## config.mk

```make
export PLATFORM = sky130hd
export DESIGN_NAME = classify_sequencer
export DESIGN_NICKNAME = d
export VERILOG_FILES = /design/src/rtl/classify_pkg.sv /design/src/rtl/classify_sequencer_divider.sv /design/src/rtl/classify_sequencer.sv
export SDC_FILE = /design/constraint.sdc
export NUM_CORES = 1
export LEC_CHECK = 0
export BUFFER_PORTS_ARGS = -buffer_cell sky130_fd_sc_hd__buf_2
export CORE_MARGIN = 2
export CORE_UTILIZATION = 50
export DETAILED_ROUTE_END_ITERATION = 12
export HOLD_SLACK_MARGIN = 0.1
export MAX_ROUTING_LAYER = met4
export PLACE_DENSITY = 0.66
export SKIP_CTS_REPAIR_TIMING = 1
export SKIP_LAST_GASP = 1
export SYNTH_ARGS = -nofsm -noshare
export SYNTH_HDL_FRONTEND = slang
export SYNTH_SLANG_ARGS = --single-unit
export TNS_END_PERCENT = 20
```

## constraint.sdc

```tcl
create_clock -name clk -period 10.3 [get_ports clk]
set_input_delay 1.03 -clock clk [delete_from_list [all_inputs] [get_ports clk]]
set_output_delay 1.03 -clock clk [all_outputs]
set_load 0.02 [all_outputs]
```

## src/rtl/classify_pkg.sv

```systemverilog
// Shared widths, constants and FSM state encoding for the classification sequencer.
package classify_pkg;

  localparam int NUM_CLASSES = 10;
  localparam int PC_W        = 9;
  localparam int IDX_W       = 4;
  localparam int CONF_W      = 12;
  localparam int DIV_W       = PC_W + 7;
  localparam int TOTAL_W     = 12;
  localparam int PERCENT     = 100;
  localparam int CNT_W       = $clog2(DIV_W + 1);

  typedef enum logic [1:0] {
    IDLE,
    ISSUE,
    DIV,
    DONE
  } state_t;

endpackage

```

## src/rtl/classify_sequencer_divider.sv

```systemverilog
// Restoring serial divider: one quotient bit per cycle, MSB first, floored result.
module serial_divider
  import classify_pkg::*;
(
  input  logic               clk,
  input  logic               rst_n,
  input  logic               start,
  input  logic [DIV_W-1:0]   dividend,
  input  logic [TOTAL_W-1:0] divisor,
  output logic               done,
  output logic [CONF_W-1:0]  quotient
);

  logic [TOTAL_W:0]   r_rem;
  logic [DIV_W-1:0]   r_shift;
  logic [TOTAL_W-1:0] r_divisor;
  logic [CNT_W-1:0]   r_count;

  logic [TOTAL_W:0]   w_trial;
  logic [TOTAL_W:0]   w_diff;
  logic               w_fits;
  logic [DIV_W-1:0]   w_shift_next;

  // Dividend bits leave the top of r_shift while quotient bits enter at the bottom.
  always_comb begin
    w_trial      = {r_rem[TOTAL_W-1:0], r_shift[DIV_W-1]};
    w_diff       = w_trial - {1'b0, r_divisor};
    w_fits       = r_rem[TOTAL_W] | (w_trial >= {1'b0, r_divisor});
    w_shift_next = {r_shift[DIV_W-2:0], w_fits};
  end

  // done flags the final iteration; quotient is the value that iteration completes.
  assign done     = (r_count == CNT_W'(1));
  assign quotient = w_shift_next[CONF_W-1:0];

  always_ff @(posedge clk or negedge rst_n) begin
    if (!rst_n) begin
      r_rem     <= '0;
      r_shift   <= '0;
      r_divisor <= '0;
      r_count   <= '0;
    end else if (start) begin
      r_rem     <= '0;
      r_shift   <= dividend;
      r_divisor <= divisor;
      r_count   <= CNT_W'(DIV_W);
    end else if (r_count != '0) begin
      r_rem     <= w_fits ? w_diff : w_trial;
      r_shift   <= w_shift_next;
      r_count   <= r_count - CNT_W'(1);
    end
  end

endmodule

```

## src/rtl/classify_sequencer.sv

```systemverilog
// Time-multiplexed argmax/confidence sequencer: one popcount request per class, then a serial divide.
module classify_sequencer
  import classify_pkg::*;
(
  input  logic              clk,
  input  logic              rst_n,
  input  logic              start_valid,
  output logic              start_ready,
  output logic              pc_req,
  output logic [IDX_W-1:0]  pc_class,
  input  logic              pc_ack,
  input  logic [PC_W-1:0]   pc_value,
  output logic              res_valid,
  input  logic              res_ready,
  output logic [IDX_W-1:0]  res_index,
  output logic [CONF_W-1:0] res_confidence,
  output logic              busy
);

  state_t             r_state;
  logic [PC_W-1:0]    r_max;
  logic [IDX_W-1:0]   r_idx;
  logic [IDX_W-1:0]   r_class;
  logic [TOTAL_W-1:0] r_total;
  logic [IDX_W-1:0]   r_res_index;
  logic [CONF_W-1:0]  r_res_conf;

  logic               w_better;
  logic               w_last;
  logic [PC_W-1:0]    w_max_next;
  logic [IDX_W-1:0]   w_idx_next;
  logic [TOTAL_W-1:0] w_total_next;
  logic [DIV_W-1:0]   w_dividend;
  logic               w_div_start;
  logic               w_div_done;
  logic [CONF_W-1:0]  w_quotient;

  // The divider is loaded on the final ack using next-state max/total, so DIV starts iterating at once.
  always_comb begin
    w_better     = pc_value > r_max;
    w_max_next   = w_better ? pc_value : r_max;
    w_idx_next   = w_better ? r_class : r_idx;
    w_total_next = r_total + TOTAL_W'(pc_value);
    w_last       = (r_class == IDX_W'(NUM_CLASSES - 1));
    w_dividend   = DIV_W'(w_max_next) * DIV_W'(PERCENT);
    w_div_start  = (r_state == ISSUE) && pc_ack && w_last && (w_total_next != '0);
  end

  serial_divider u_divider (
    .clk      (clk),
    .rst_n    (rst_n),
    .start    (w_div_start),
    .dividend (w_dividend),
    .divisor  (w_total_next),
    .done     (w_div_done),
    .quotient (w_quotient)
  );

  // NOTE: state is updated with non-blocking assignments so every register samples pre-edge values.
  always_ff @(posedge clk or negedge rst_n) begin
    if (!rst_n) begin
      r_state     <= IDLE;
      r_max       <= '0;
      r_idx       <= '0;
      r_class     <= '0;
      r_total     <= '0;
      r_res_index <= '0;
      r_res_conf  <= '0;
    end else begin
      case (r_state)
        IDLE: begin
          if (start_valid) begin
            r_max   <= '0;
            r_idx   <= '0;
            r_total <= '0;
            r_class <= '0;
            r_state <= ISSUE;
          end
        end
        ISSUE: begin
          if (pc_ack) begin
            r_max   <= w_max_next;
            r_idx   <= w_idx_next;
            r_total <= w_total_next;
            if (w_last) r_state <= DIV;
            else        r_class <= r_class + IDX_W'(1);
          end
        end
        DIV: begin
          if (r_total == '0) begin
            r_res_conf  <= '0;
            r_res_index <= r_idx;
            r_state     <= DONE;
          end else if (w_div_done) begin
            r_res_conf  <= w_quotient;
            r_res_index <= r_idx;
            r_state     <= DONE;
          end
        end
        DONE: begin
          if (res_ready) r_state <= IDLE;
        end
        default: r_state <= IDLE;
      endcase
    end
  end

  assign start_ready    = (r_state == IDLE);
  assign busy           = (r_state != IDLE);
  assign pc_req         = (r_state == ISSUE);
  assign pc_class       = r_class;
  assign res_valid      = (r_state == DONE);
  assign res_index      = r_res_index;
  assign res_confidence = r_res_conf;

endmodule

```

=== Word-level counts from Yosys, hierarchy flattened ===
Index checks and enable logic that the tools add are counted.

* Bitwise operators: 1
* Add/subtract/negate cells: 4
* Reductions and logical operators: 16
* Order comparisons: 2
* Shift-type cells: 0
* Equal/unequal tests: 12
* Mux-type cells: 32
* Multiply operators: 1
* Div/mod/pow operators: 0

{| class="wikitable"
|+ Operators with widths
! operator !! count
|-
| 12-bit two-way mux || 4
|-
| 13-bit two-way mux || 3
|-
| 16-bit two-way mux || 2
|-
| 4-bit two-way mux || 7
|-
| 9-bit two-way mux || 3
|-
| 12-bit one-hot mux with 2 select lines || 1
|-
| 9-bit one-hot mux with 2 select lines || 1
|-
| 4-bit one-hot mux with 2 select lines || 2
|-
| 9-bit by 5-bit multiplier with 14-bit output (second input constant) || 1
|-
| 13-bit by 12-bit >= comparator with 1-bit output || 1
|-
| 13-bit by 12-bit subtractor with 13-bit output || 1
|-
| 12-bit by 9-bit adder with 12-bit output || 1
|-
| 12-bit logical NOT || 1
|-
| 2-bit two-way mux || 6
|-
| 12-bit nonzero test || 1
|-
| 5-bit two-way mux || 2
|-
| 9-bit > comparator || 1
|-
| 2-bit by 1-bit != test with 1-bit output (second input constant) || 4
|-
| 2-bit one-hot mux with 4 select lines || 1
|-
| 4-bit AND reduction || 2
|-
| 2-bit nonzero test || 4
|-
| 5-bit by 1-bit == test with 1-bit output (second input constant) || 1
|-
| 5-bit AND reduction || 1
|-
| 5-bit nonzero test || 1
|-
| 12 further kinds || 16
|}

* Bits of input ports: 14
* Memories kept: 0
* Bits in registers: 93
* Latch bits: 0
* Memory bits (writable): 0
* Word-level logic and storage cells: 79
* Memory bits (read-only): 0
* Output and inout port bits: 24

=== Depth between registers and ports, before layout ===
* Depth after elaboration: 5
* Mapped depth: 25
* Depth with buffers taken out: 24

=== Hierarchy ===
From an unflattened synthesis, not the netlist that was laid out.

* Cell total of the unflattened synthesis: 688
* Area total of the unflattened synthesis: 6443.7 µm²

{| class="wikitable"
|+ By module, submodules not included
! module !! times used !! sequential area each (µm²) !! cells an instance !! area each (µm²)
|-
| classify_sequencer || 1 || 1176.1 || 367 || 3502.1
|-
| serial_divider || 1 || 1151.1 || 321 || 2941.6
|}

=== Least setup slack after synthesis ===
Ideal clock, no wire load.

* Path kind: input to register
* Start point: input port pc_value[1]
* End point: register u_divider.r_shift[14]
* Path buffers: 1
* Cell stages on the path: 23
* Setup time: 128 ps
* Data required time: 10172 ps
* Arrival: 5139 ps
* Setup slack: 5033 ps
* Cells stage by stage: ha_1 > nor2b_1 > nor3_1 > o21ai_1 > a31oi_1 > o21ai_1 > o31a_1 > buf_1 > o21ai_0 > ha_1 > ha_1 > inv_1 > fa_1 > inv_1 > ha_1 > nor2b_1 > o21ai_0 > nand2b_1 > a21oi_1 > nor2b_1 > o41ai_1 > xor2_1 > mux2i_1

* Cells in the longest elaborated chain, start to end: 4
* Elaborated cells on any way between the ends: 8
* Classes of those cells: add/sub: 1; mul: 1; order compare: 1; mux: 2; reduce/logical: 3

{| class="wikitable"
|+ RTL lines
! what !! line !! text
|-
| start: declaration || classify_sequencer.sv:12 || <nowiki>input logic [PC_W-1:0] pc_value,</nowiki>
|-
| 9-bit > comparator or 12-bit by 9-bit adder with 12-bit output (tied branches) || classify_sequencer.sv:40, classify_sequencer.sv:43 ||
|-
| 9-bit two-way mux or 12-bit nonzero test (tied branches) || classify_sequencer.sv:41, classify_sequencer.sv:46 ||
|-
| 9-bit by 5-bit multiplier with 14-bit output or 1-bit logical AND (tied branches) || classify_sequencer.sv:45, classify_sequencer.sv:46 ||
|-
| 16-bit two-way mux or 2-bit nonzero test (tied branches) || - ||
|-
| end signal: assignment || classify_sequencer_divider.sv:44 || <nowiki>r_shift <= dividend;</nowiki>
|-
| end signal: assignment || classify_sequencer_divider.sv:49 || <nowiki>r_shift <= w_shift_next;</nowiki>
|-
| end: declaration || classify_sequencer_divider.sv:15 || <nowiki>logic [DIV_W-1:0] r_shift;</nowiki>
|}

Parallel ways exist; a longest one is shown, timed or not.
A chain may end at the register's enable or synchronous reset.

=== Final worst setup path ===
Same ends and word-level chain as after synthesis.

==> qor.csv <==
stage,metric,value,unit
synth,synth_seq_cells,93,
cts,cts_root_buf,clkbuf_16,
cts,cts_tree,done,
cts,worst_skew_pair.late_latency,0.35,ns
placed_design,gp_congestion,0.896,
finish,diodes,0,
finish,drive_above_1_share,9.99,%
die,die_area,13400,um^2
power,clkPwrFrac,15.1,%
drt,drt-wirelength-per-cell,15.4,um
global_route,grt_pass1_vias,4750,
setup_path,worst_ep_arrival_time,5.69,ns
synth,synth_area,6240,um^2
sta,fin_crit_sh,53.2,%
setup_path,startpoint_type,input port,
setup_path,crit_type,input port to flop,
global_route,groute.usage.overall,22.5,%
finish,finish.utilization,56.5,%
setup_path,critPathRequiredTime,10.51,ns
min_path,hold_path.class,flop to flop,
synth,ys_async_sr_fraction,100,%
cts,htree_levels,3,
placed_design,dp.cells,854,
power,internal_power,0.00121,W
die,core_area,12100,um^2
finish,syn_to_final_growth,9.77,%
synth,synth_edf_count,0,
die,rows,40,
power,max-vdd-ir-drop,0.118,mV
synth,synth.distinct_cells,58,
die,io_pins,38,
drt,drcViolationCount,0,
drt,vias,4803,
sta,rsz0062_at_grt,no,
finish,final_common_cell,nand2_1,
setup_path,path_max_fanout,14,
drt,drt-vias-per-instance,5.53,
drt,drt-total-wl,13300,um
synth,syn_inst,670,
finish,final_cells,869,
sta,drv_slew,0,
cts,path_clk_slew,0.06,ns
power,power_density,319,nW/um^2
min_path,min_to,res_confidence[4],
setup_path,cp-end-kind,flop,
global_route,grt_max_degree,70,
synth,seq_area_frac_synth,37.3,%
sta,clock_skew,0.00549,ns
die,die_x,116,um
sta,whs,0.474,ns
sta,relSlewSlack,30.9,%
global_route,grt_first_pass_wirelength,23100,um
synth,avgSynthCellArea,9.31,um^2
cts,numClockSinks,93,
min_path,worstHoldStart,res_confidence[4],
setup_path,rr_startpoint,r_max[1],
drt,dr.pass1.iters,6,
cts,cts_buffers,9,
sta,tightest_slew,1.04,ns
power,pwr-share-comb,56.7,%
setup_path,reg2reg_slack,5.22,ns
power,switching_share,44.6,%
setup_path,ff2ff_path_depth,23,
placed_design,numPortBuffers,37,
power,leakage,3.33,nW
job,max-cap-violations,0,
outcome,status,"finished, final reports clean",
die,die_height,116,um
sta,setup-violations-final,0,
power,power_frac_seq,28.2,%
sta,hold_viol,0,
global_route,antenna_found_initial,0,
sta,fin_tns_setup,0,ns
finish,final_cell_mix,"nand2_1, dfrtp_1, ha_1",
synth,ys_warn_count,0,
cts,clock_path_buffers,2,
placed_design,place_hpwl,9910,um
global_route,grt_remaining_overflow,0,
synth,synth_ff_type,dfrtp_1,
sta,max_freq,182,MHz
setup_path,reg2reg_to,u_divider.r_shift[14],
power,p_total,0.00219,W
die,initial_core_util,51.5,%
power,power_switching,0.000974,W
drt,ant_nets,0,
drt,drt-initial-drc-count,240,
min_path,hold_path_depth,2,
finish,final_nets,787,
sta,fin_crit,5.48,ns
synth,synth_nets,760,
## synth_stat cells (8+ instances only)
cell type | n | area, um^2
dfrtp_1 | 93 | 2330
a21oi_1 | 25 | 125
nand3_1 | 9 | 45.0
mux2_2 | 8 | 90.1
xor2_1 | 18 | 158
clkbuf_1 | 17 | 63.8
xnor2_1 | 13 | 114
o21ai_0 | 28 | 140
nor3_1 | 21 | 105
a211oi_1 | 16 | 120
inv_1 | 50 | 188
nand2_1 | 94 | 353
o21ai_1 | 15 | 75.1
a22o_1 | 16 | 140
ha_1 | 70 | 876
mux2i_1 | 28 | 280
nor2_1 | 47 | 176
## critical path, stage by stage
cell and delay, ns:
buf_2 0.13, ha_1 0.29, nor2b_1 0.12, nor3_1 0.05, o21ai_1 0.13, a31oi_1 0.09
o21ai_1 0.19, o31a_1 0.52, mux2_2 0.43, ha_1 0.29, ha_1 0.29, inv_1 0.05
fa_1 0.50, inv_1 0.04, ha_1 0.34, nor2b_1 0.15, o21ai_0 0.15, nand2b_1 0.10
a21oi_1 0.15, nor2b_1 0.07, o41ai_1 0.29, xor2_1 0.18, mux2i_1 0.09
## worst max-delay path by stage
stage                            endpoint   startpoint  slack [ns]  cells after the start
detailed placement  u_divider.r_shift[14]  pc_value[1]        4.47                     23
global placement    u_divider.r_shift[14]  pc_value[1]        4.57                     23
floorplan           u_divider.r_shift[14]  pc_value[1]        5.03                     23
finish              u_divider.r_shift[14]  pc_value[1]        4.82                     23
CTS                 u_divider.r_shift[14]  pc_value[1]        4.81                     23
global route        u_divider.r_shift[14]  pc_value[1]        4.42                     23
## final cells by class
class | count | area (um^2)
multi-input combinational | 503 | 3630
inverter | 50 | 188
fill | 1141 | 5270
clock inverter | 4 | 50.0
tap | 168 | 210
timing repair buffer | 40 | 210
clock buffer | 11 | 233
sequential | 93 | 2330
## power by group through the flow
stage | sequential (W) | clock [W] | combinational (W)
global placement | 0.000618 | 0 | 0.00120
CTS | 0.000617 | 0.000338 | 0.00124
global route | 0.000639 | 0.000350 | 0.00141
finish | 0.000617 | 0.000330 | 0.00124
floorplan | 0.000635 | 0 | 0.000931
detailed placement | 0.000622 | 0 | 0.00123
## state kept, by name, summed over array words and instances, names as in the netlist
name and cells:
r_state 2, u_divider.r_divisor 12, u_divider.r_shift 16, u_divider.r_count 5
r_max 9, res_confidence 12, res_index 4, r_idx 4
u_divider.r_rem 13, pc_class 4, r_total 12
## cells by family (layout without fill, tap and decap cells)
family | count (synthesis) | in the layout | share of synthesized area, %
multiplexers | 42 | 42 | 7.14
flip-flops | 93 | 93 | 37.3
AO/OA/AOI/OAI | 140 | 140 | 14.6
XOR/XNOR | 32 | 32 | 4.61
AND/OR/NAND/NOR | 213 | 213 | 15.7
buffers and inverters | 74 | 105 | 4.63
adder cells (fa/ha/maj) | 76 | 76 | 16.0
## stage by stage
stage               setup slack, ns  instance area [um^2]
global placement               4.57                  6560
finish                         4.82                  6850
floorplan                      5.03                  6240
CTS                            4.81                  6850
detailed placement             4.47                  6560
global route                   4.42                  6850
## metal layers
metal	GRT usage, %	wire length, um	up-vias
li1	-	-	2395
met1	31.4	6670	2302
met2	33.6	5990	90
met3	3.87	460	16
met4	7.22	219	0
met5	-	0	-
No activity file was read; power rests on OpenSTA's default activity.
